`config.mk`:
```
export PLATFORM = sky130hd
export DESIGN_NAME = load_writeback_flat
export DESIGN_NICKNAME = d
export VERILOG_FILES = /design/src/rtl/rv_pkg.sv /design/src/rtl/load_writeback_if.sv /design/src/rtl/load_extend.sv /design/src/rtl/load_writeback.sv /design/src/flat_wrapper.sv
export SDC_FILE = /design/constraint.sdc
export NUM_CORES = 1
export LEC_CHECK = 0
export CAP_MARGIN = 20
export CORE_AREA = 2 2 89 91
export DETAILED_ROUTE_END_ITERATION = 10
export DIE_AREA = 0 0 91 93
export HOLD_SLACK_MARGIN = 0.15
export PLACE_DENSITY = 0.71
export SLEW_MARGIN = 20
export SYNTH_ARGS = -nofsm -noshare
export SYNTH_HDL_FRONTEND = slang
export SYNTH_SLANG_ARGS = --single-unit
```
`constraint.sdc`:
```
create_clock -name clk -period 1.9 [get_ports clk]
set_input_delay 0.38 -clock clk [delete_from_list [all_inputs] [get_ports clk]]
set_output_delay 0.38 -clock clk [all_outputs]
set_load 0.02 [all_outputs]
```
`src/rtl/rv_pkg.sv`:
```
// Shared definitions for the load/writeback slice: funct3 load codes,
// writeback FSM state encoding and the register-select width.
// Optional feature macro used by this slice: WB_BYTE_HALF_EN.
package rv_pkg;

  localparam int REG_SEL_W = 4;

  localparam logic [2:0] F3_LB  = 3'b000;
  localparam logic [2:0] F3_LH  = 3'b001;
  localparam logic [2:0] F3_LW  = 3'b010;
  localparam logic [2:0] F3_LBU = 3'b100;
  localparam logic [2:0] F3_LHU = 3'b101;

  typedef enum logic {
    WB_IDLE = 1'b0,
    WB_RECV = 1'b1
  } wb_state_t;

  // Index of the final byte of a load; unlisted codes behave as LW.
  function automatic logic [1:0] last_byte_idx(input logic [2:0] f3);
    case (f3)
      F3_LB, F3_LBU: last_byte_idx = 2'd0;
      F3_LH, F3_LHU: last_byte_idx = 2'd1;
      default:       last_byte_idx = 2'd3;
    endcase
  endfunction

endpackage

```
`src/rtl/load_writeback_if.sv`:
```
// Bundle of the load request, serial byte stream, ALU request and the
// register-file write port seen by load_writeback.
//
// Handshakes: a byte moves on a rising edge where byte_valid && byte_ready;
// an ALU write is taken on a rising edge where alu_we && alu_ready. A
// requester that sees ready low must hold valid and its payload stable
// until the transfer happens.
interface load_writeback_if;
  import rv_pkg::*;

  logic                 ld_start;
  logic [REG_SEL_W-1:0] ld_rd;
  logic [2:0]           ld_funct3;
  logic                 byte_valid;
  logic [7:0]           byte_data;
  logic                 byte_ready;
  logic                 alu_we;
  logic [REG_SEL_W-1:0] alu_rd;
  logic [31:0]          alu_value;
  logic                 alu_ready;
  logic                 flush;
  logic                 busy;
  logic                 ld_done;
  logic [REG_SEL_W-1:0] write_register;
  logic [31:0]          write_value;

  modport slave (
    input  ld_start, ld_rd, ld_funct3, byte_valid, byte_data,
           alu_we, alu_rd, alu_value, flush,
    output byte_ready, alu_ready, busy, ld_done, write_register, write_value
  );

  modport master (
    output ld_start, ld_rd, ld_funct3, byte_valid, byte_data,
           alu_we, alu_rd, alu_value, flush,
    input  byte_ready, alu_ready, busy, ld_done, write_register, write_value
  );

endinterface

```
`src/rtl/load_extend.sv`:
```
// Combinational load result shaping: sign/zero extension of byte and
// halfword loads from the little-endian assembled word. Only instantiated
// when WB_BYTE_HALF_EN is defined.
module load_extend
  import rv_pkg::*;
(
  input  logic [31:0] i_word,
  input  logic [2:0]  i_funct3,
  output logic [31:0] o_value
);

  // Select the extension implied by the load type.
  always_comb begin
    o_value = i_word;
    case (i_funct3)
      F3_LB:   o_value = {{24{i_word[7]}}, i_word[7:0]};
      F3_LH:   o_value = {{16{i_word[15]}}, i_word[15:0]};
      F3_LBU:  o_value = {24'd0, i_word[7:0]};
      F3_LHU:  o_value = {16'd0, i_word[15:0]};
      default: o_value = i_word;
    endcase
  end

endmodule

```
`src/rtl/load_writeback.sv`:
```
// Register-file write port arbiter: merges single-cycle ALU writes with
// multi-cycle byte-serial loads. Loads win a same-cycle collision.
// Macro WB_BYTE_HALF_EN enables LB/LH/LBU/LHU; without it every load is a
// 4-byte raw word and ld_funct3 is ignored.
module load_writeback
  import rv_pkg::*;
(
  input  logic             clk,
  input  logic             rst_n,
  load_writeback_if.slave  bus,
  output wb_state_t        o_dbg_state
);

  wb_state_t            r_state;
  wb_state_t            w_next_state;
  logic [1:0]           r_cnt;
  logic [REG_SEL_W-1:0] r_rd;
  logic [31:0]          r_data;
  logic [REG_SEL_W-1:0] r_write_register;
  logic [31:0]          r_write_value;
  logic                 r_ld_done;

  logic                 w_recv;
  logic [1:0]           w_last_idx;
  logic                 w_last;
  logic                 w_xfer;
  logic                 w_load_done;
  logic                 w_alu_fire;
  logic [31:0]          w_word;
  logic [31:0]          w_result;

`ifdef WB_BYTE_HALF_EN
  logic [2:0]           r_f3;

  assign w_last_idx = last_byte_idx(r_f3);

  load_extend u_load_extend (
    .i_word   (w_word),
    .i_funct3 (r_f3),
    .o_value  (w_result)
  );

  // Load type is captured alongside the destination at load start.
  always_ff @(posedge clk or negedge rst_n) begin
    if (!rst_n)                                  r_f3 <= F3_LW;
    else if (r_state == WB_IDLE && bus.ld_start) r_f3 <= bus.ld_funct3;
  end
`else
  assign w_last_idx = 2'd3;
  assign w_result   = w_word;
`endif

  assign w_recv      = (r_state == WB_RECV);
  assign w_last      = (r_cnt == w_last_idx);
  // Flush takes priority over a byte arriving in the same cycle.
  assign w_xfer      = w_recv && bus.byte_valid && !bus.flush;
  assign w_load_done = w_xfer && w_last;
  assign w_alu_fire  = bus.alu_we && bus.alu_ready;

  assign bus.byte_ready     = w_recv;
  assign bus.busy           = w_recv;
  assign bus.alu_ready      = !(w_recv && bus.byte_valid && w_last);
  assign bus.write_register = r_write_register;
  assign bus.write_value    = r_write_value;
  assign bus.ld_done        = r_ld_done;
  assign o_dbg_state        = r_state;

  // Collected bytes with the byte arriving this cycle merged in place.
  always_comb begin
    w_word = r_data;
    w_word[8*r_cnt +: 8] = bus.byte_data;
  end

  // FSM next state: IDLE waits for a start, RECV ends on last byte or flush.
  always_comb begin
    w_next_state = r_state;
    case (r_state)
      WB_IDLE: if (bus.ld_start) w_next_state = WB_RECV;
      WB_RECV: begin
        if (bus.flush)       w_next_state = WB_IDLE;
        else if (w_load_done) w_next_state = WB_IDLE;
      end
      default: w_next_state = WB_IDLE;
    endcase
  end

  // FSM state register.
  always_ff @(posedge clk or negedge rst_n) begin
    if (!rst_n) r_state <= WB_IDLE;
    else        r_state <= w_next_state;
  end

  // Load capture: destination and cleared buffer at start, bytes as they land.
  always_ff @(posedge clk or negedge rst_n) begin
    if (!rst_n) begin
      r_cnt  <= 2'd0;
      r_rd   <= '0;
      r_data <= 32'd0;
    end else if (r_state == WB_IDLE && bus.ld_start) begin
      r_cnt  <= 2'd0;
      r_rd   <= bus.ld_rd;
      r_data <= 32'd0;
    end else if (w_xfer) begin
      r_cnt  <= r_cnt + 2'd1;
      r_data <= w_word;
    end
  end

  // Registered write port: one-cycle pulse from a finished load or an ALU write.
  always_ff @(posedge clk or negedge rst_n) begin
    if (!rst_n) begin
      r_write_register <= '0;
      r_write_value    <= 32'd0;
      r_ld_done        <= 1'b0;
    end else if (w_load_done) begin
      r_write_register <= r_rd;
      r_write_value    <= (r_rd == '0) ? 32'd0 : w_result;
      r_ld_done        <= 1'b1;
    end else if (w_alu_fire) begin
      r_write_register <= bus.alu_rd;
      r_write_value    <= bus.alu_value;
      r_ld_done        <= 1'b0;
    end else begin
      r_write_register <= '0;
      r_write_value    <= 32'd0;
      r_ld_done        <= 1'b0;
    end
  end

endmodule
```
`src/flat_wrapper.sv`:
```
// flat-port wrapper written by rule: the top's interface ports become plain ports
module load_writeback_flat import rv_pkg::*;
  (clk, rst_n, o_dbg_state, bus_ld_start, bus_ld_rd, bus_ld_funct3, bus_byte_valid, bus_byte_data, bus_alu_we, bus_alu_rd, bus_alu_value, bus_flush, bus_byte_ready, bus_alu_ready, bus_busy, bus_ld_done, bus_write_register, bus_write_value);
  load_writeback_if bus_i ();
  input  logic clk;
  input  logic rst_n;
  output wb_state_t o_dbg_state;
  input wire logic [$bits(bus_i.ld_start)-1:0] bus_ld_start;
  input wire logic [$bits(bus_i.ld_rd)-1:0] bus_ld_rd;
  input wire logic [$bits(bus_i.ld_funct3)-1:0] bus_ld_funct3;
  input wire logic [$bits(bus_i.byte_valid)-1:0] bus_byte_valid;
  input wire logic [$bits(bus_i.byte_data)-1:0] bus_byte_data;
  input wire logic [$bits(bus_i.alu_we)-1:0] bus_alu_we;
  input wire logic [$bits(bus_i.alu_rd)-1:0] bus_alu_rd;
  input wire logic [$bits(bus_i.alu_value)-1:0] bus_alu_value;
  input wire logic [$bits(bus_i.flush)-1:0] bus_flush;
  output wire logic [$bits(bus_i.byte_ready)-1:0] bus_byte_ready;
  output wire logic [$bits(bus_i.alu_ready)-1:0] bus_alu_ready;
  output wire logic [$bits(bus_i.busy)-1:0] bus_busy;
  output wire logic [$bits(bus_i.ld_done)-1:0] bus_ld_done;
  output wire logic [$bits(bus_i.write_register)-1:0] bus_write_register;
  output wire logic [$bits(bus_i.write_value)-1:0] bus_write_value;
  assign bus_i.ld_start = bus_ld_start;
  assign bus_i.ld_rd = bus_ld_rd;
  assign bus_i.ld_funct3 = bus_ld_funct3;
  assign bus_i.byte_valid = bus_byte_valid;
  assign bus_i.byte_data = bus_byte_data;
  assign bus_i.alu_we = bus_alu_we;
  assign bus_i.alu_rd = bus_alu_rd;
  assign bus_i.alu_value = bus_alu_value;
  assign bus_i.flush = bus_flush;
  assign bus_byte_ready = bus_i.byte_ready;
  assign bus_alu_ready = bus_i.alu_ready;
  assign bus_busy = bus_i.busy;
  assign bus_ld_done = bus_i.ld_done;
  assign bus_write_register = bus_i.write_register;
  assign bus_write_value = bus_i.write_value;
  load_writeback u_core (.clk(clk), .rst_n(rst_n), .bus(bus_i), .o_dbg_state(o_dbg_state));
endmodule
```
==> run metrics <==
post-synthesis area per instance 11.3 um^2; drt first pass iters 4; Clock Path Buffers 2; worst-path fanout max 7; Post-Syn Instances 264; Initial Util 39.7%; routability cong. 0.833; Final Net Count 437; Antenna diodes 0; Max Clock Freq 550 MHz; drt total wl 7670 um; final hold vios 0; DR WL/cell 15.9 um; Via density 5.13; CTS Sinks 69; max_cap viols 0; Die ar. 8460 um^2; Cell Rows 32; most frequent cells in the layout clkdlybuf4s50_1, dfrtp_1, nand3_1; core area 7530 um^2; Worst Hold Class register to register; Final setup viols 0; TritonCTS clock tree done; Max H-tree Level 3; worst vdd ir 368 uV; overall routing resource usage 18.9%; setup TNS 0 ns; GR Overflow Total 0; Critical Path Sink Type register; headroom to the max-slew limit 68.5%; largest net degree at the start of global routing 70; Unique masters post-synth 36; Finished Layout Cells 482; Ports 98; placed cell count 462; layout cells sized above 1 13.9%; Area growth syn-to-layout 47.0%; Worst Path Arrival 2.09 ns; initial DRC count 125; sequential share of the synthesized area 57.7%; initial antenna violation count 0; fillers 667; CP Data Required Time 2.18 ns; DPL Wire Length 5590 um; IO Port Bufs 94; critical path class register to register; Setup crit start kind register; Via Count 2475; Clock Pin Slew Worst Setup and Hold Paths 0.07 ns; die height 93 um; syn_nets 326; area of the multi-input gates 1130 um^2; clock tree root buffer cell clkbuf_8; Die Wd 91 um; ys async rst share 100%; Num CTS Buffers 9; YS warnings 0; DRT antenna net count 0; Power Dens Cells 851 nW/um^2; EDFF count, synth 0; Worst-Margin Slew 0.468 ns; synthesized cell area 2990 um^2; sequential standard cell area 1730 um^2; Leak 0.00189 uW; most common cell after layout, fill and taps aside clkdlybuf4s50_1; Setup Skew 0.00778 ns; fin crit period 1.82 ns; # DRC 0; status complete, no violations; vias in the first global route 2408; count of pins over their slew limit 0; hold_ws 0.499 ns; post-synthesis register bit count 69; RSZ-0062 raised after global routing false; insertion delay to the later sink of the worst-skew pair 0.34 ns; end-of-flow core utilization 58.4%; first-pass GRT wire length 12300 um; main flop type after synthesis dfrtp_1; crit share post-route 95.7%; Design Power 3740 uW
## sequential cells by signal, summed over array words and instances, names as in the netlist
signal / count
u_core.bus.write_value: 32
u_core.bus.busy: 1
u_core.r_cnt: 2
u_core.r_rd: 4
u_core.bus.write_register: 4
u_core.bus.ld_done: 1
u_core.r_data: 25
## timing repair
item / 4_1_cts / 5_1_grt
hold buffers: 1 / 0
endpoints found under the hold margin: 69 / 0
setup buffers: 2 / 1
gates resized for setup: 5 / 4
endpoints found under the setup margin: 11 / 18
pin swaps: 0 / 1
## routing by layer
layer / global-route usage, % / wire, um / vias to the layer above
li1: - / - / 1188
met1: 25.2 / 3420 / 1182
met2: 29.7 / 3600 / 92
met3: 3.71 / 488 / 13
met4: 9.47 / 151 / 0
met5: 0 / 0 / -
## critical path: stages, from the launching register on
cell     delay (ns)
dfrtp_2        0.43
inv_4          0.08
ha_4           0.21
or4b_4         0.50
nor4b_4        0.21
buf_4          0.18
a22o_1         0.13
## layout make-up
class	count	share of cell area, %
multi-input combinational	159	25.8
sequential	69	39.3
inverter	19	1.68
timing repair buffer	117	25.4
clock inverter	6	1.96
tap	102	2.90
clock buffer	10	2.90
## cells by family after synthesis
logic type	synth area share [%]
compound gates	19.7
fa+ha+maj	2.09
buf+inv	5.19
flops	57.7
simple gates	15.3
## cell usage after synthesis (2+ instances only)
| library cell | n | area share, % |
|---|---|---|
| buf_4 | 4 | 1.0 |
| nand3_1 | 27 | 4.5 |
| o2bb2ai_1 | 11 | 3.2 |
| dfrtp_1 | 69 | 58 |
| buf_2 | 4 | 0.67 |
| clkbuf_1 | 9 | 1.1 |
| nand4_1 | 2 | 0.42 |
| o21ai_0 | 5 | 0.84 |
| o221ai_1 | 14 | 4.1 |
| nand2b_1 | 2 | 0.42 |
| nand2_1 | 21 | 2.6 |
| inv_1 | 19 | 2.4 |
| o21ai_1 | 7 | 1.2 |
| a32oi_1 | 2 | 0.59 |
| nor2b_1 | 9 | 1.9 |
| and3_1 | 2 | 0.42 |
| ha_1 | 5 | 2.1 |
| a21oi_1 | 10 | 1.7 |
| a22o_1 | 25 | 7.3 |
## path summary, 6_finish.rpt
kind,start,endpoint,slack [ns],cells after the start
max,u_core.r_cnt[0]$_DFFE_PN0P_,u_core.bus.write_value[27]$_DFF_PN0_,0.08,6
min,u_core.r_data[0]$_DFFE_PN0P_,u_core.r_data[0]$_DFFE_PN0P_,0.50,2
max reg2reg,u_core.r_cnt[0]$_DFFE_PN0P_,u_core.bus.write_value[27]$_DFF_PN0_,0.08,6
min reg2reg,u_core.r_data[0]$_DFFE_PN0P_,u_core.r_data[0]$_DFFE_PN0P_,0.50,2
max in group asynchronous,rst_n,u_core.r_cnt[0]$_DFFE_PN0P_,1.01,3
min in group asynchronous,rst_n,u_core.bus.write_value[16]$_DFF_PN0_,0.57,3
## report_power, final
part           switching (uW)  internal, uW  leakage [uW]  total (uW)
clock network             546           739      0.000107        1290
logic                     426           407      0.000876         833
registers                59.6          1560      0.000912        1620
total                    1030          2710       0.00189        3740
## metrics by stage
step,cell area [um^2],setup WS [ns]
2_1_floorplan,3010,0.0364
3_3_place_gp,4140,-0.103
3_5_place_dp,4140,-0.103
4_1_cts,4380,0.00265
5_1_grt,4400,0.0134
6_report,4400,0.0813
No activity file was read; power rests on OpenSTA's default activity.
